File: src/rtl/riscv_pkg.sv
// riscv_pkg
// Shared constants and types for the memory-stage load/store unit.
//   F3_*   : funct3 encodings of the supported load/store sizes
//   EXC_*  : exception codes reported on exc_code_M
//   lsu_state_e : FSM states of mem_access_unit
//   isMisaligned() : alignment rule for a given size and byte offset
package riscv_pkg;

  localparam logic [2:0] F3_B  = 3'b000;
  localparam logic [2:0] F3_H  = 3'b001;
  localparam logic [2:0] F3_W  = 3'b010;
  localparam logic [2:0] F3_BU = 3'b100;
  localparam logic [2:0] F3_HU = 3'b101;

  localparam logic [1:0] EXC_NONE       = 2'b00;
  localparam logic [1:0] EXC_MISALIGNED = 2'b01;
  localparam logic [1:0] EXC_TIMEOUT    = 2'b10;
  localparam logic [1:0] EXC_ILLEGAL    = 2'b11;

  typedef enum logic [1:0] {
    IDLE = 2'b00,
    BUSY = 2'b01,
    RESP = 2'b10
  } lsu_state_e;

  // Halfwords need an even address, words a 4-byte aligned one;
  // bytes can sit anywhere.
  function automatic logic isMisaligned(input logic [2:0] funct3, input logic [1:0] offset);
    case (funct3)
      F3_H, F3_HU: return offset[0];
      F3_W:        return offset != 2'b00;
      default:     return 1'b0;
    endcase
  endfunction

endpackage

File: src/rtl/lsu_align.sv
// lsu_align
// Purely combinational lane steering for the load/store unit.
//   offset_i : byte offset within the word (addr[1:0])
//   funct3_i : access size/sign
//   data_i   : store source data (store use) or bus read word (load use)
//   be_o     : byte enables for the access
//   wdata_o  : lane-replicated store data
//   ldata_o  : selected and sign/zero-extended load result
// The top instantiates one copy per direction and only consumes the
// outputs that matter for that direction.
module lsu_align
  import riscv_pkg::*;
(
  input  logic [1:0]  offset_i,
  input  logic [2:0]  funct3_i,
  input  logic [31:0] data_i,
  output logic [3:0]  be_o,
  output logic [31:0] wdata_o,
  output logic [31:0] ldata_o
);

  logic [31:0] shifted;

  // Bring the addressed byte/half down to bit 0 so extraction is uniform.
  assign shifted = data_i >> {offset_i, 3'b000};

  // Store path: replicate the source across every lane so the memory only
  // has to honour the byte enables.
  always_comb begin
    be_o    = 4'b1111;
    wdata_o = data_i;
    case (funct3_i[1:0])
      2'b00: begin
        be_o    = 4'b0001 << offset_i;
        wdata_o = {4{data_i[7:0]}};
      end
      2'b01: begin
        be_o    = offset_i[1] ? 4'b1100 : 4'b0011;
        wdata_o = {2{data_i[15:0]}};
      end
      default: begin
        be_o    = 4'b1111;
        wdata_o = data_i;
      end
    endcase
  end

  // Load path: extend the selected lane according to the signedness bit.
  always_comb begin
    ldata_o = data_i;
    case (funct3_i)
      F3_B:    ldata_o = {{24{shifted[7]}}, shifted[7:0]};
      F3_H:    ldata_o = {{16{shifted[15]}}, shifted[15:0]};
      F3_BU:   ldata_o = {24'h000000, shifted[7:0]};
      F3_HU:   ldata_o = {16'h0000, shifted[15:0]};
      default: ldata_o = data_i;
    endcase
  end

endmodule

File: src/rtl/mem_access_unit.sv
// mem_access_unit
// Memory-stage load/store unit: turns the M-stage memory op into a single
// req/ack data-memory transaction and returns the extended load result.
//   clk, rst           : clock, synchronous active-high reset
//   alu_result_M       : effective byte address
//   rs2_rdata_M        : store source data
//   funct3_M           : access size/sign
//   MemRead_M/Write_M  : load / store present in M
//   flush_M            : M instruction is squashed
//   dmem_*             : data-memory bus (req held until ack)
//   stall_M            : freeze upstream pipeline while the access is in flight
//   load_valid_M/data  : one-cycle load result
//   exc_M/exc_code_M   : one-cycle exception pulse and its cause
module mem_access_unit
  import riscv_pkg::*;
#(
  parameter int unsigned TIMEOUT = 16
) (
  input  logic        clk,
  input  logic        rst,
  input  logic [31:0] alu_result_M,
  input  logic [31:0] rs2_rdata_M,
  input  logic [2:0]  funct3_M,
  input  logic        MemRead_M,
  input  logic        MemWrite_M,
  input  logic        flush_M,
  output logic        dmem_req,
  output logic        dmem_we,
  output logic [31:0] dmem_addr,
  output logic [31:0] dmem_wdata,
  output logic [3:0]  dmem_be,
  input  logic        dmem_ack,
  input  logic [31:0] dmem_rdata,
  output logic        stall_M,
  output logic        load_valid_M,
  output logic [31:0] load_data_M,
  output logic        exc_M,
  output logic [1:0]  exc_code_M
);

  localparam int CNT_W = (TIMEOUT > 1) ? $clog2(TIMEOUT) : 1;

  lsu_state_e  state_q;
  logic        dmemReq_q;
  logic        dmemWe_q;
  logic [31:0] dmemAddr_q;
  logic [31:0] dmemWdata_q;
  logic [3:0]  dmemBe_q;
  logic [1:0]  loadOff_q;
  logic [2:0]  loadF3_q;
  logic        loadValid_q;
  logic [31:0] loadData_q;
  logic        exc_q;
  logic [1:0]  excCode_q;
  logic [CNT_W-1:0] timeoutCnt_q;

  logic        accessValid;
  logic        illegalAccess;
  logic        misalignedAccess;
  logic [3:0]  stBe;
  logic [31:0] stWdata;
  logic [31:0] ldResult;
  logic [31:0] unusedStLdata;
  logic [3:0]  unusedLdBe;
  logic [31:0] unusedLdWdata;

  // Decode of the op currently sitting in M; only acted on in IDLE.
  assign accessValid      = (MemRead_M || MemWrite_M) && !flush_M;
  assign illegalAccess    = (MemRead_M && MemWrite_M)
                         || (funct3_M inside {3'b011, 3'b110, 3'b111})
                         || (MemWrite_M && funct3_M[2]);
  assign misalignedAccess = isMisaligned(funct3_M, alu_result_M[1:0]);

  // Request-side steering from the live M-stage operands.
  lsu_align u_store_align (
    .offset_i (alu_result_M[1:0]),
    .funct3_i (funct3_M),
    .data_i   (rs2_rdata_M),
    .be_o     (stBe),
    .wdata_o  (stWdata),
    .ldata_o  (unusedStLdata)
  );

  // Response-side extraction uses the offset/size captured at request time,
  // because the M-stage inputs are not guaranteed to hold through the ack.
  lsu_align u_load_align (
    .offset_i (loadOff_q),
    .funct3_i (loadF3_q),
    .data_i   (dmem_rdata),
    .be_o     (unusedLdBe),
    .wdata_o  (unusedLdWdata),
    .ldata_o  (ldResult)
  );

  // Stall only for accesses that will actually go on the bus; exceptions
  // let the instruction drain so downstream flush logic can discard it.
  assign stall_M = ((state_q == IDLE) && accessValid && !illegalAccess && !misalignedAccess)
                || (state_q == BUSY);

  // Main FSM. Pulse outputs default low every cycle; bus fields are only
  // loaded when a request starts so they stay stable while dmem_req is high.
  always_ff @(posedge clk) begin
    if (rst) begin
      state_q      <= IDLE;
      dmemReq_q    <= 1'b0;
      dmemWe_q     <= 1'b0;
      dmemAddr_q   <= '0;
      dmemWdata_q  <= '0;
      dmemBe_q     <= '0;
      loadOff_q    <= '0;
      loadF3_q     <= '0;
      loadValid_q  <= 1'b0;
      loadData_q   <= '0;
      exc_q        <= 1'b0;
      excCode_q    <= EXC_NONE;
      timeoutCnt_q <= '0;
    end else begin
      loadValid_q <= 1'b0;
      exc_q       <= 1'b0;
      excCode_q   <= EXC_NONE;
      case (state_q)
        IDLE: begin
          if (accessValid) begin
            if (illegalAccess) begin
              exc_q     <= 1'b1;
              excCode_q <= EXC_ILLEGAL;
            end else if (misalignedAccess) begin
              exc_q     <= 1'b1;
              excCode_q <= EXC_MISALIGNED;
            end else begin
              dmemReq_q    <= 1'b1;
              dmemWe_q     <= MemWrite_M;
              dmemAddr_q   <= {alu_result_M[31:2], 2'b00};
              dmemBe_q     <= stBe;
              dmemWdata_q  <= stWdata;
              loadOff_q    <= alu_result_M[1:0];
              loadF3_q     <= funct3_M;
              timeoutCnt_q <= '0;
              state_q      <= BUSY;
            end
          end
        end
        BUSY: begin
          if (dmem_ack) begin
            dmemReq_q   <= 1'b0;
            loadValid_q <= !dmemWe_q;
            if (!dmemWe_q) begin
              loadData_q <= ldResult;
            end
            state_q <= RESP;
          end else if (timeoutCnt_q == CNT_W'(TIMEOUT - 1)) begin
            dmemReq_q    <= 1'b0;
            exc_q        <= 1'b1;
            excCode_q    <= EXC_TIMEOUT;
            timeoutCnt_q <= '0;
            state_q      <= IDLE;
          end else begin
            timeoutCnt_q <= timeoutCnt_q + CNT_W'(1);
          end
        end
        RESP: begin
          state_q <= IDLE;
        end
        default: begin
          state_q <= IDLE;
        end
      endcase
    end
  end

  assign dmem_req     = dmemReq_q;
  assign dmem_we      = dmemWe_q;
  assign dmem_addr    = dmemAddr_q;
  assign dmem_wdata   = dmemWdata_q;
  assign dmem_be      = dmemBe_q;
  assign load_valid_M = loadValid_q;
  assign load_data_M  = loadData_q;
  assign exc_M        = exc_q;
  assign exc_code_M   = excCode_q;

endmodule

File: config.mk
export PLATFORM = sky130hd
export DESIGN_NAME = mem_access_unit
export DESIGN_NICKNAME = d
export VERILOG_FILES = /design/src/rtl/riscv_pkg.sv /design/src/rtl/lsu_align.sv /design/src/rtl/mem_access_unit.sv
export SDC_FILE = /design/constraint.sdc
export NUM_CORES = 1
export LEC_CHECK = 0
export ABC_CLOCK_PERIOD_IN_PS = 2720
export CORE_ASPECT_RATIO = 0.9
export CORE_MARGIN = 2
export CORE_UTILIZATION = 49
export DETAILED_ROUTE_END_ITERATION = 16
export PLACE_DENSITY = 0.82
export SLEW_MARGIN = 20
export SYNTH_ARGS = -nofsm -noshare
export SYNTH_HDL_FRONTEND = slang
export SYNTH_HIERARCHICAL = 1
export SYNTH_SLANG_ARGS = --single-unit
File: constraint.sdc
create_clock -name clk -period 2.72 [get_ports clk]
set_clock_uncertainty 0.15 [all_clocks]
set_input_delay 0.544 -clock clk [delete_from_list [all_inputs] [get_ports clk]]
set_output_delay 0.544 -clock clk [all_outputs]
set_load 0.02 [all_outputs]
==> impl_metrics.csv, run 1 <==
group,metric,value,unit
clock_tree,htreeDepth,4,
finish,area_delta_synth_final,43.3,%
worst_setup_path,r2r-end,"load_data_M[14]",
drt,drt_iter0_markers,458,
placement,port-buffer-count,209,
global_routing,use_met2,43.1,%
sta,hold_ws,0.301,ns
sta,min_period,2.65,ns
finish,layout.nets,1102,
sta,report.final.slew_viol_count,0,
worst_setup_path,cp.required,2.03,ns
worst_setup_path,crit_path_max_fanout,2,
worst_setup_path,crit_type,"in -> out",
power_and_ir_drop,powerDensity,547,nW/um2
worst_setup_path,max_stage_delay,0.47,ns
clock_tree,clock-sinks,115,
global_routing,top_usage_layer,"met2",
drt,via_per_inst,5.25,
drt,ant_nets,0,
clock_tree,insertion_delay,0.43,ns
worst_setup_path,crit_family,"simple AND/OR/NAND/NOR gates",
drt,route.detailed.drc,0,
worst_setup_path,cp-startpoint,"MemWrite_M",
sta,setup_slack,0.0700,ns
placement,dp_hpwl,11900,um
synth,synthCells,834,
drt,vias,6161,
finish,diodes,0,
clock_tree,clkTransAtPathRegs,0.05,ns
global_routing,grt_start_max_net_pins,76,
finish,fin_util,71.0,%
sta,worst-slew-pin-transition,0.783,ns
worst_setup_path,crit_chain,"clkdlybuf4s50_1 > nor2_1 > or4_4 > or2_4 > nand2_2 > buf_6",
sta,rsz0062_at_grt,"no",
clock_tree,clock-root-buffer,"clkbuf_16",
worst_setup_path,r2r-start,"loadOff_q[0]",
sta,maxSlewHeadroom,47.8,%
global_routing,grt_remaining_overflow,0,
floorplan,fp-row-count,39,
sta,setup_violations,0,
sta,hold_violations,0,
job,cap_violations,0,
synth,syn_area,6210,um2
floorplan,core-area,12500,um2
drt,totalWireLength,17800,um
placement,pre_cts_ws,-0.477,ns
hold_path,hold_path.class,"reg -> reg",
global_routing,met3_usage,9.98,%
floorplan,io_pins,212,
worst_setup_path,endpoint_kind,"primary output",
global_routing,grt_pass1_wl,27700,um
floorplan,fp.dieArea,13600,um2
worst_setup_path,path_depth,6,
synth,synth_area_per_cell,7.45,um2
drt,drtPass1Iterations,5,
worst_setup_path,regToRegSetupSlack,0.62,ns
finish,layout-drive-gt1-share,8.42,%
clock_tree,cts_hold_buf,0,
sta,finalCritPeriodShare,97.4,%
sta,fmax,377,MHz
power_and_ir_drop,p_leak,3.25,nW
global_routing,track_usage,25.9,%
global_routing,grt_pass1_vias,5683,
outcome,status,"finished clean",
floorplan,fp.dieH,111,um
worst_setup_path,r2r.worst_path.cells,7,
worst_setup_path,cp-endpoint,"stall_M",
worst_setup_path,crit_buf_inv,2,
power_and_ir_drop,vdd_drop_max,407,uV
power_and_ir_drop,finalPower,0.00487,W
worst_setup_path,arrival,1.96,ns
floorplan,fp.dieW,123,um
placement,place.gp.congestion,0.866,
clock_tree,numCtsBuffers,17,
drt,avgRoutedWirePerCell,15.2,um
worst_setup_path,start_kind,"input port",
worst_setup_path,cp_slowest_cell,"clkdlybuf4s50_1",
floorplan,start_util,49.5,%
clock_tree,cts_tree,"done",
synth,yosysWarnings,6,
clock_tree,clockBufferDepth,2,
global_routing,grt_use_met1,30.3,%
global_routing,grt_antenna_before_repair,0,
==> repair_timing <==
item                                    4_1_cts  5_1_grt
buffers inserted                              0        0
endpoints found under the setup margin        1        1
resized for setup                             7        4
==> power breakdown <==
group | internal [W] | switching, W | total (W)
Combinational | 0.000355 | 0.000373 | 0.000729
Clock | 0.00162 | 0.000766 | 0.00238
Sequential | 0.00173 | 0.0000232 | 0.00176
==> sequential cells by signal (all words and copies together), names as in the netlist <==
signal,cells
exc_M,1
timeoutCnt_q,4
dmem_we,1
load_data_M,32
dmem_addr,30
dmem_be,4
dmem_wdata,32
exc_code_M,2
load_valid_M,1
loadOff_q,2
state_q,2
dmem_req,1
loadF3_q,3
==> worst register-to-register path: cells and delay by family (launching register included) <==
kind / cells / cell delay (ns)
DFF: 1 / 0.64
AOI/OAI and AO/OA: 4 / 0.55
buffers and inverters: 1 / 0.32
muxes: 1 / 0.25
and+or+nand+nor: 1 / 0.08
==> stage by stage <==
| stage | cells | cell area, um2 | TNS (ns) |
|---|---|---|---|
| CTS | 1173 | 8900 | 0 |
| global route | 1173 | 8900 | 0 |
| global placement | 1141 | 8260 | -0.546 |
| floorplan | 835 | 6220 | 0 |
| detailed placement | 1141 | 8260 | -0.775 |
| finish | 1173 | 8900 | 0 |
==> worst min path at each step <==
stage / from / cells after the start / endpoint
floorplan: timeoutCnt_q[1] / 2 / timeoutCnt_q[1]
global placement: load_data_M[8] / 2 / load_data_M[8]
detailed placement: load_data_M[8] / 2 / load_data_M[8]
CTS: load_data_M[8] / 2 / load_data_M[8]
global route: load_data_M[8] / 2 / load_data_M[8]
finish: load_data_M[8] / 2 / load_data_M[8]
==> cell type report <==
type,instances,area [um2]
Fill cell,1049,3640
Multi-Input combinational cell,608,3380
Sequential cell,115,2300
Timing Repair Buffer,232,2300
Clock buffer,22,484
Tap cell,164,205
Clock inverter,10,153
Inverter,22,82.6
==> cell usage in the layout (no fill, tap or decap), types with 2 or more instances in the layout <==
master           count
nand2b_1            76
clkbuf_8             4
o32ai_1              3
mux2i_1             22
clkinv_1             2
o21bai_1             3
dfxtp_1            115
nor2_1              16
a21oi_1             43
clkdlybuf4s50_1    206
a22oi_1              2
o22ai_1              2
nor2b_1             73
buf_4               21
nand3b_1             6
a31oi_1              2
clkinv_2             5
o221ai_1             4
clkbuf_16           17
o21ai_0            117
a21o_1               3
mux2_2               9
nand2_2             11
conb_1               2
a211oi_1             2
buf_12               3
bufinv_16            4
o21ai_1             65
inv_1               20
nand2_1            127
==> routing by layer <==
| layer | part of all wire (%) | vias to the layer above |
|---|---|---|
| met3 | 9.4 | 24 |
| met2 | 48 | 227 |
| met1 | 41 | 2834 |
| li1 | - | 3076 |
| met4 | 1.4 | 0 |
| met5 | 0 | - |
(Power assumes the default switching activity.)
==> run 2: changes to the inputs <==
==> constraint.sdc (replaced) <==
create_clock -name clk -period 2.72 [get_ports clk]
set_clock_uncertainty 0.15 [all_clocks]
set_input_delay 0.816 -clock clk [delete_from_list [all_inputs] [get_ports clk]]
set_output_delay 0.816 -clock clk [all_outputs]
set_load 0.02 [all_outputs]
==> run 2 against run 1 <==
  * The run now ends with setup timing left
  * Via count down 1.1%
  * Register-to-register slack lost 0.05 ns
  * Sequential share of layout area hardly changed
  * Utilization is essentially flat
  * Critical path depth fell by 1
  * Hold slack barely moved
  * Count of clock-buffer cells in the layout increased by 3
  * Largest cell class unchanged
  * Design area about the same
  * Total power shrank 6.1%
  * Combinational power grew 1%
==> impl_metrics.csv, run 2 (synthesis gave the netlist of run 1 again) <==
group,metric,value,unit
clock_tree,cts_hold_buf,0,
global_routing,grt_remaining_overflow,0,
finish,final_cells,1178,
sta,maxSlewHeadroom,46.8,%
clock_tree,htreeDepth,4,
power_and_ir_drop,intPower,0.00345,W
hold_path,hold_path.class,"reg -> reg",
sta,setup_tns,-0.0885,ns
outcome,violations,"setup timing",
drt,avgRoutedWirePerCell,14.8,um
power_and_ir_drop,powerDensity,513,nW/um2
worst_setup_path,cp-startpoint,"flush_M",
drt,totalWireLength,17500,um
global_routing,grt_pass1_vias,5635,
finish,diodes,0,
sta,worst-slew-pin-transition,0.799,ns
hold_path,worstHoldEndpoint,"load_data_M[26]",
drt,ant_nets,0,
power_and_ir_drop,p_switching,0.00112,W
worst_setup_path,r2r-start,"state_q[0]",
sta,min_period,2.81,ns
power_and_ir_drop,p_sw_share,24.4,%
clock_tree,clockBufferDepth,2,
power_and_ir_drop,p_leak,3.27,nW
worst_setup_path,cp.required,1.75,ns
worst_setup_path,r2r.worst_path.cells,5,
placement,placed_cells,1145,
sta,finalCritPeriodShare,103,%
global_routing,grt_antenna_before_repair,0,
worst_setup_path,endpoint_kind,"primary output",
global_routing,track_usage,25.7,%
worst_setup_path,arrival,1.84,ns
placement,place.gp.congestion,0.910,
clock_tree,clkTransAtPathRegs,0.05,ns
clock_tree,clock-sinks,115,
sta,setup_slack,-0.0885,ns
global_routing,grt_pass1_wl,27700,um
floorplan,core-area,12500,um2
floorplan,start_util,49.5,%
drt,vias,6091,
floorplan,fp.dieArea,13600,um2
floorplan,io_pins,212,
job,cap_violations,0,
finish,layout_commonest_cell,"clkdlybuf4s50_1",
clock_tree,cts_tree,"done",
global_routing,grt_start_max_net_pins,76,
finish,layout-drive-gt1-share,9.47,%
worst_setup_path,r2r-end,"dmem_wdata[3]",
drt,drt_iter0_markers,425,
power_and_ir_drop,comb_power_share,16.2,%
worst_setup_path,start_kind,"input port",
hold_path,hp-start,"load_data_M[26]",
finish,area_delta_synth_final,43.3,%
placement,dp_hpwl,11700,um
floorplan,fp-row-count,39,
power_and_ir_drop,p_clk_share,45.4,%
clock_tree,insertion_delay,0.41,ns
clock_tree,numCtsBuffers,17,
sta,setup_violations,1,
drt,drtPass1Iterations,5,
drt,via_per_inst,5.17,
sta,fmax,356,MHz
placement,port-buffer-count,209,
drt,route.detailed.drc,0,
worst_setup_path,crit_path_max_fanout,2,
outcome,status,"finished with violations",
hold_path,hold_path_depth,2,
clock_tree,clock-root-buffer,"clkbuf_16",
power_and_ir_drop,p_seq_share,38.4,%
sta,hold_violations,0,
power_and_ir_drop,vdd_drop_max,415,uV
finish,layout.nets,1109,
sta,rsz0062_at_grt,"yes",
worst_setup_path,regToRegSetupSlack,0.57,ns
worst_setup_path,crit_type,"in -> out",
floorplan,fp.dieH,111,um
power_and_ir_drop,finalPower,0.00457,W
sta,report.final.slew_viol_count,0,
finish,final_cell_mix,"clkdlybuf4s50_1, nand2_1, o21ai_0",
floorplan,fp.dieW,123,um
run 2: layer usage:
layer | up-vias | track usage [%] | share of wire [%]
met3 | 35 | 10.3 | 9.1
met2 | 225 | 40.6 | 46
met1 | 2751 | 30.9 | 42
li1 | 3080 | - | -
met4 | 0 | 10.3 | 2.4
met5 | - | 0 | 0
run 2: repair_timing:
action | CTS | global route
buffers inserted | 2 | 1
setup endpoints to repair | 1 | 1
cloned | 0 | 0
resized for setup | 30 | 6
pin swaps | 6 | 4
run 2: critical path, stage by stage:
cell,delay [ns]
buf_6,0.09
or4_4,0.48
or2_4,0.27
nand2_4,0.07
buf_6,0.12
run 2: power by group through the flow:
stage                     clock network, W  registers [W]  logic, W
final                              0.00207        0.00176  0.000739
after global placement                   0        0.00179  0.000724
after CTS                          0.00212        0.00176  0.000734
after floorplan                          0        0.00184  0.000345
after global routing               0.00220        0.00176  0.000797
after detailed placement                 0        0.00179  0.000729
run 2: worst max path at each step:
stage / to / slack, ns / depth (start not counted)
after floorplan: stall_M / -0.13 / 5
after global routing: stall_M / -0.11 / 6
after detailed placement: stall_M / -1.0 / 6
after CTS: stall_M / -0.11 / 5
final: stall_M / -0.09 / 5
after global placement: stall_M / -1.00 / 6
run 2: final cells by class:
class                           count  area (um2)
Inverter                           22        82.6
Fill cell                        1053        3640
Tap cell                          164         205
Timing Repair Buffer              239        2360
Clock inverter                      5        50.0
Sequential cell                   115        2300
Multi-Input combinational cell    608        3390
Clock buffer                       25         505
run 2: through the flow:
stage | instance area (um2) | setup WS, ns | utilization (%) | hold slack, ns
6_report | 8900 | -0.0885 | 71.0 | 0.301
5_1_grt | 8900 | -0.112 | 71.0 | 0.321
4_1_cts | 8890 | -0.112 | 70.9 | 0.304
3_5_place_dp | 8330 | -0.999 | 66.4 | 0.298
3_3_place_gp | 8330 | -1.00 | 66.4 | 0.292
2_1_floorplan | 6220 | -0.133 | - | 0.325
==> run 3: changes to the inputs <==
CORE_UTILIZATION = 30   (was 49)
GPL_ROUTABILITY_DRIVEN = 0   (was unset)
PLACE_DENSITY = unset   (was 0.82)
==> run 3 against run 2 <==
  * Global-route usage fell by 7.7 points
  * Final cell count increased by 8.1%
  * Critical path type unchanged
  * Register-to-register slack worse by 0.03 ns
  * The flow still finishes with violations (setup timing)
  * Highest routed layer unchanged
==> impl_metrics.csv, run 3 (synthesis gave the netlist of run 1 again) <==
group,metric,value,unit
global_routing,grt_remaining_overflow,0,
drt,via_per_inst,4.82,
floorplan,core-area,20200,um2
worst_setup_path,cp_slowest_cell,"or4_4",
finish,final_cell_mix,"clkdlybuf4s50_1, nand2_1, o21ai_0",
finish,layout_commonest_cell,"clkdlybuf4s50_1",
drt,avgRoutedWirePerCell,15.7,um
sta,hold_ws,0.302,ns
worst_setup_path,crit_buf_inv,2,
drt,route.detailed.drc,0,
sta,fmax,355,MHz
power_and_ir_drop,vdd_drop_max,368,uV
worst_setup_path,crit_top_cell,"buf_6",
placement,port-buffer-count,209,
worst_setup_path,crit_type,"in -> out",
finish,layout.nets,1111,
worst_setup_path,crit_family,"simple AND/OR/NAND/NOR gates",
power_and_ir_drop,p_leak,3.25,nW
sta,min_period,2.82,ns
clock_tree,insertion_delay,0.42,ns
floorplan,io_pins,212,
finish,layout-drive-gt1-share,10.2,%
power_and_ir_drop,comb_power_share,16.3,%
sta,finalCritPeriodShare,104,%
worst_setup_path,start_kind,"input port",
drt,totalWireLength,19900,um
hold_path,hold_path.class,"reg -> reg",
drt,vias,6141,
floorplan,fp-row-count,49,
finish,area_delta_synth_final,45.1,%
clock_tree,htreeDepth,4,
worst_setup_path,r2r-end,"dmem_wdata[27]",
global_routing,grt_antenna_before_repair,0,
clock_tree,numCtsBuffers,17,
floorplan,fp.dieH,141,um
clock_tree,cts_tree,"done",
drt,drt_iter0_markers,358,
placement,dp_hpwl,13400,um
worst_setup_path,crit_path_max_fanout,2,
worst_setup_path,endpoint_kind,"primary output",
finish,nFillCells,2044,
sta,hold_violations,0,
hold_path,worstHoldEndpoint,"load_data_M[7]",
worst_setup_path,r2r-start,"state_q[0]",
sta,maxSlewHeadroom,41.5,%
sta,setup_violations,1,
floorplan,start_util,30.8,%
worst_setup_path,arrival,1.85,ns
clock_tree,clkTransAtPathRegs,0.05,ns
power_and_ir_drop,intPower,0.00327,W
outcome,violations,"setup timing",
power_and_ir_drop,p_seq_share,38.3,%
sta,rsz0062_at_grt,"yes",
hold_path,hp-start,"load_data_M[7]",
drt,ant_nets,0,
power_and_ir_drop,p_clk_share,45.4,%
power_and_ir_drop,powerDensity,508,nW/um2
power_and_ir_drop,p_sw_share,28.5,%
global_routing,grt_pass1_vias,5669,
global_routing,track_usage,18.0,%
clock_tree,clock-sinks,115,
worst_setup_path,cp.required,1.75,ns
job,cap_violations,0,
outcome,status,"finished with violations",
clock_tree,clock-root-buffer,"clkbuf_16",
power_and_ir_drop,p_switching,0.00131,W
sta,setup_slack,-0.0977,ns
floorplan,fp.dieArea,21900,um2
worst_setup_path,max_stage_delay,0.50,ns
sta,report.final.slew_viol_count,0,
worst_setup_path,r2r.worst_path.cells,5,
global_routing,grt_start_max_net_pins,76,
placement,pre_cts_ws,-1.02,ns
floorplan,fp.dieW,156,um
sta,worst-slew-pin-transition,0.877,ns
drt,drtPass1Iterations,5,
clock_tree,clockBufferDepth,2,
worst_setup_path,regToRegSetupSlack,0.54,ns
hold_path,hold_path_depth,2,
global_routing,grt_pass1_wl,31000,um
worst_setup_path,crit_chain,"buf_6 > or4_4 > or2_4 > nand2_4 > buf_6",
[run 3: layout make-up]
| type | count | area, um2 | share of cell area, % |
|---|---|---|---|
| inverter | 22 | 82.6 | 0.916 |
| multi-input combinational | 608 | 3390 | 37.6 |
| clock buffer | 17 | 425 | 4.72 |
| antenna | 1 | 2.50 | 0.0278 |
| sequential | 115 | 2300 | 25.5 |
| timing repair buffer | 241 | 2370 | 26.3 |
| tap | 255 | 319 | 3.54 |
| clock inverter | 15 | 121 | 1.35 |
[run 3: how the worst max path moves through the flow]
stage	to	cells after the start	startpoint	slack (ns)
after global placement	stall_M	6	MemWrite_M	-1.01
after floorplan	stall_M	5	flush_M	-0.13
after CTS	stall_M	5	flush_M	-0.12
after global routing	stall_M	5	flush_M	-0.12
final	stall_M	5	flush_M	-0.1
after detailed placement	stall_M	6	funct3_M[2]	-1.02
[run 3: tightest hold or removal path: cells and delay by family, from the launching register on]
kind               cells  cell delay [ns]
AOI/OAI and AO/OA      1             0.05
and+or+nand+nor        1             0.05
DFF                    1             0.30
[run 3: through the flow]
step	utilization (%)	setup TNS (ns)	instances	cell area, um2	power (W)
after floorplan	-	-0.133	835	6220	0.00218
after global placement	42.0	-30.26	1239	8460	0.00254
after detailed placement	42.0	-32.63	1239	8460	0.00254
after CTS	44.7	-0.117	1272	9010	0.00465
after global routing	44.7	-0.118	1273	9010	0.00478
final	44.7	-0.0977	1274	9010	0.00458
[run 3: power by group through the flow]
stage / logic (W) / clock network, W / registers [W]
final: 0.000745 / 0.00208 / 0.00175
after detailed placement: 0.000750 / 0 / 0.00179
after global routing: 0.000808 / 0.00221 / 0.00176
after floorplan: 0.000345 / 0 / 0.00184
after global placement: 0.000749 / 0 / 0.00179
after CTS: 0.000753 / 0.00214 / 0.00175
[run 3: layer usage]
layer	track usage [%]	vias to the layer above	routed length, um
met5	0	-	0
met4	5.79	0	310
met3	7.18	23	1840
met2	27.4	221	8930
met1	23.3	2799	8860
li1	-	3098	-
[run 3: timing repair]
| action | in CTS | in global routing |
|---|---|---|
| setup endpoints to repair | 3 | 1 |
| buffers inserted | 1 | 1 |
| hold buffers | 0 | 0 |
| pin swaps | 5 | 4 |
| gates resized for setup | 30 | 6 |
==> RTL change 1, RTL diff (config.mk and constraints of run 3) <==
The 3 states of `lsu_state_e` get a one-hot encoding in 3 bits.
--- a/src/rtl/riscv_pkg.sv
+++ b/src/rtl/riscv_pkg.sv
@@ -17,10 +17,10 @@
   localparam logic [1:0] EXC_TIMEOUT    = 2'b10;
   localparam logic [1:0] EXC_ILLEGAL    = 2'b11;
 
-  typedef enum logic [1:0] {
-    IDLE = 2'b00,
-    BUSY = 2'b01,
-    RESP = 2'b10
+  typedef enum logic [2:0] {
+    IDLE = 3'b001,
+    BUSY = 3'b010,
+    RESP = 3'b100
   } lsu_state_e;
 
   // Halfwords need an even address, words a 4-byte aligned one;
Behaviour: same outputs for any inputs over 4 cycles, from zero or initial values and one cycle with rst high; so few cycles prove little.
==> RTL change 1 against run 3 <==
- the flow still finishes with violations (negative setup slack)
- power increased by 5.2%
- area after synthesis increased by 0.30%
- sequential cell count increased by 1
- final area increased by 2.2%
- clock power increased by 13%
- maximum frequency up 2.3%
- combinational power down 3.4%
- via count is 0.64% lower
- hold slack better by 2.9 ps
- largest cell class unchanged
- wire length is 0.19% lower
- setup slack better by 63 ps
- final cell count increased by 1.5%
- sequential share of layout area fell by 0.34 points
==> RTL change 1: results (changes against run 3) <==
Hold Worst Slack: 305 ps (was 302 ps)
R2R Path End: timeoutCnt_q[0] (was dmem_wdata[27])
Library cell used as clock root buffer: clkbuf_16 (unchanged)
Ratio of cells with drive above 1 in the final layout: 11.1% (was 10.2%)
Largest net degree at the start of global routing: 75 (was 76)
Critical path peak fanout: 3 (was 2)
Crit-path max cell delay: 240 ps (was 500 ps)
Mean instance size in the synthesized netlist: 7.44 um^2 (was 7.45 um^2)
Pre-CTS setup slack: -1140 ps (was -1020 ps)
Logic depth of the worst register-to-register path: 7 (was 5)
Headroom to the max-slew limit: 44.3% (was 41.5%)
Signal arrival time at the worst endpoint: 1790 ps (was 1850 ps)
Vias: 6,102 (was 6,141)
Final sum of negative setup slack: -34.7 ps (was -97.7 ps)
Overall routing resource usage: 18.0% (about the same)
Vias per cell: 4.72 (was 4.82)
Instance count after placement with tap cells included: 1,257 (was 1,239)
Iter 0 DRT Violations: 353 (was 358)
Number of global-route vias before repair: 5,767 (was 5,669)
# diodes: 0 (was 1)
Hold endpoint: load_data_M[7] (unchanged)
Total Routed Length: 19.9 mm (about the same)
HPWL reported at the end of detailed placement: 13.4 mm (about the same)
Reported net switching power: 0.00124 W (was 0.00131 W)
Type of the most critical hold path: reg2reg (unchanged)
Slowest-stage cell, CP: or2_4 (was or4_4)
Worst setup slack after layout: -34.7 ps (was -97.7 ps)
First-pass GRT wire length: 31.3 mm (was 31.0 mm)
Outcome: finished, violations left (unchanged)
Family with the most delay on the worst path: buffers and inverters (was simple AND/OR/NAND/NOR gates)
Fillers: 2,121 (was 2,044)
Leakage Power: 3.36 nW (was 3.25 nW)
Maximum buffer depth of the clock tree: 2 (unchanged)
Largest vdd supply drop: 0.000341 V (was 0.000368 V)
Finish-stage setup viols: 1 (unchanged)
Launching point of the worst reg2reg path: state_q[2] (was state_q[0])
Final Net Count: 1,126 (was 1,111)
Violations in the final reports: negative setup slack (unchanged)
[RTL change 1: cell count changes in the layout (fill, tap and decap cells not counted), moves of 4 or more]
cell,before,now
o21ai_0,117,134
nand2_1,127,131
buf_4,28,40
inv_6,7,0
nand3b_1,6,2
o21ai_1,63,48
[RTL change 1: repair_timing]
action / 4_1_cts / 5_1_grt
setup endpoints to repair: 31 / 1
buffers inserted: 2 / 2
gates resized for setup: 47 / 5
pin swaps: 7 / 6
cloned: 0 / 0
[RTL change 1: power by group through the flow]
stage          combinational [W]  sequential, W  clock [W]
4_1_cts                 0.000721        0.00176    0.00240
3_3_place_gp            0.000714        0.00179          0
3_5_place_dp            0.000713        0.00179          0
5_1_grt                 0.000779        0.00176    0.00247
6_report                0.000720        0.00176    0.00234
2_1_floorplan           0.000325        0.00183          0
[RTL change 1: metal layers]
layer,global-route usage [%],wire length (um),vias up
li1,-,-,3121
met1,23.7,9070,2772
met2,27.6,8720,201
met3,7.53,1990,8
met4,4.06,119,0
met5,0,0,-
[RTL change 1: final cells by class]
| class | count | area [um^2] | area share, % |
|---|---|---|---|
| Inverter | 23 | 86.3 | 0.937 |
| Clock buffer | 20 | 457 | 4.96 |
| Sequential cell | 116 | 2320 | 25.2 |
| Clock inverter | 12 | 155 | 1.68 |
| Tap cell | 260 | 325 | 3.53 |
| Multi-Input combinational cell | 610 | 3410 | 37.0 |
| Timing Repair Buffer | 252 | 2460 | 26.7 |
[RTL change 1: worst reg2reg max path: stages, from the launching register on]
cell and delay (ps):
dfxtp_1 390, nor4b_4 70, buf_4 140, o21ai_4 50
buf_4 120, buf_4 540, nor2_1 190, a2111oi_0 400
[RTL change 1: metrics by stage]
step	util, %	cell area (um^2)
after floorplan	-	6240
after global placement	41.6	8560
after detailed placement	41.6	8560
after CTS	44.6	9190
after global routing	44.8	9210
final	44.8	9210
[RTL change 1: how the worst max path moves through the flow]
| stage | startpoint | to | slack [ps] | depth (start not counted) |
|---|---|---|---|---|
| 2_1_floorplan | flush_M | stall_M | 30 | 5 |
| 3_3_place_gp | MemRead_M | stall_M | -1140 | 6 |
| 3_5_place_dp | MemRead_M | stall_M | -1140 | 6 |
| 4_1_cts | flush_M | stall_M | -60 | 7 |
| 5_1_grt | flush_M | stall_M | -80 | 7 |
| 6_report | funct3_M[0] | stall_M | -30 | 7 |
==> RTL change 2, RTL diff (flow settings as in run 3) <==
Made on the original files. The parameter `TIMEOUT` goes from 16 to 32.
--- a/src/rtl/mem_access_unit.sv
+++ b/src/rtl/mem_access_unit.sv
@@ -14,7 +14,7 @@
 module mem_access_unit
   import riscv_pkg::*;
 #(
-  parameter int unsigned TIMEOUT = 16
+  parameter int unsigned TIMEOUT = 32
 ) (
   input  logic        clk,
   input  logic        rst,
Function: same outputs for any inputs over 4 cycles, from zero or initial values and one cycle with rst high; that may be too few to reach the edited logic, so the function may still have changed.
==> RTL change 2 against run 3 <==
- the run still ends with negative setup slack left
- power increased by 6.2%
- area after synthesis fell by 0.34%
- clock power increased by 14%
- setup slack lost 72 ps
- final area is 3.6% higher
- sequential cell count increased by 1
- wire length down 8.0%
- hold slack got worse by 1.3 ps
- largest cell class unchanged
- highest routed layer unchanged
==> RTL change 2: results (changes against run 3) <==
HPWL reported at the end of detailed placement: 13.5 mm (was 13.4 mm)
Worst hold path startpoint: load_data_M[15] (was load_data_M[7])
Final sum of negative setup slack: -170 ps (was -97.7 ps)
Final Net Count: 1,058 (was 1,111)
Worst setup slack after layout: -170 ps (was -97.7 ps)
Largest vdd supply drop: 0.000308 V (was 0.000368 V)
Violations in the final reports: negative setup slack (unchanged)
Vias: 5,494 (was 6,141)
CP Launch Point: funct3_M[2] (was flush_M)
Drt pass-1 iters: 4 (was 5)
Internal power: 0.00370 W (was 0.00327 W)
Signal arrival time at the worst endpoint: 1920 ps (was 1850 ps)
Leakage Power: 3.38 nW (was 3.25 nW)
# diodes: 0 (was 1)
Iter 0 DRT Violations: 280 (was 358)
Outcome: finished, violations left (unchanged)
Tightest Pin Transition: 726 ps (was 877 ps)
Met1 wire length: 8.94 mm (was 8.86 mm)
Vias per cell: 4.51 (was 4.82)
DR WL met2: 8.03 mm (was 8.93 mm)
H-tree levels: 4 (unchanged)
Hold endpoint: load_data_M[15] (was load_data_M[7])
Fillers: 1,968 (was 2,044)
Logic depth of the worst register-to-register path: 6 (was 5)
Finish-stage setup viols: 1 (unchanged)
Ratio of cells with drive above 1 in the final layout: 12.2% (was 10.2%)
Number of cells produced by synthesis: 754 (was 834)
Pre-CTS setup slack: -1110 ps (was -1020 ps)
First-pass GRT wire length: 28.6 mm (was 31.0 mm)
Area post-placement: 8650 um^2 (was 8460 um^2)
Total Routed Length: 18.3 mm (was 19.9 mm)
R2R Path End: timeoutCnt_q[3] (was dmem_wdata[27])
Post-cts sizing count: 54 (was 30)
Slowest-stage cell, CP: or3_4 (was or4_4)
Launching point of the worst reg2reg path: timeoutCnt_q[0] (was state_q[0])
Critical path peak fanout: 3 (was 2)
Instance count after placement with tap cells included: 1,185 (was 1,239)
Met3 layer wire length in the routed design: 1.13 mm (was 1.84 mm)
Overall routing resource usage: 16.7% (was 18.0%)
Crit-path max cell delay: 380 ps (was 500 ps)
[RTL change 2: final cells by class]
type                    count  area, um^2  share of cell area (%)
clock buffers              24         502                    5.37
multi-input cells         543        3460                    37.1
clock inverters             8         121                    1.30
repair buffers            252        2530                    27.1
flip-flops and latches    116        2320                    24.9
well taps                 255         319                    3.42
inverters                  21        78.8                   0.844
[RTL change 2: power by group through the flow]
stage | Sequential, W | Combinational, W | Clock (W)
3_5_place_dp | 0.00180 | 0.000716 | 0
2_1_floorplan | 0.00184 | 0.000322 | 0
3_3_place_gp | 0.00180 | 0.000717 | 0
5_1_grt | 0.00177 | 0.000785 | 0.00251
4_1_cts | 0.00177 | 0.000724 | 0.00243
6_report | 0.00177 | 0.000725 | 0.00237
[RTL change 2: routing by layer]
metal	vias to the layer above	global-route usage, %
li1	2862	-
met1	2489	23.5
met2	130	24.4
met3	13	5.32
met4	0	4.68
met5	-	0
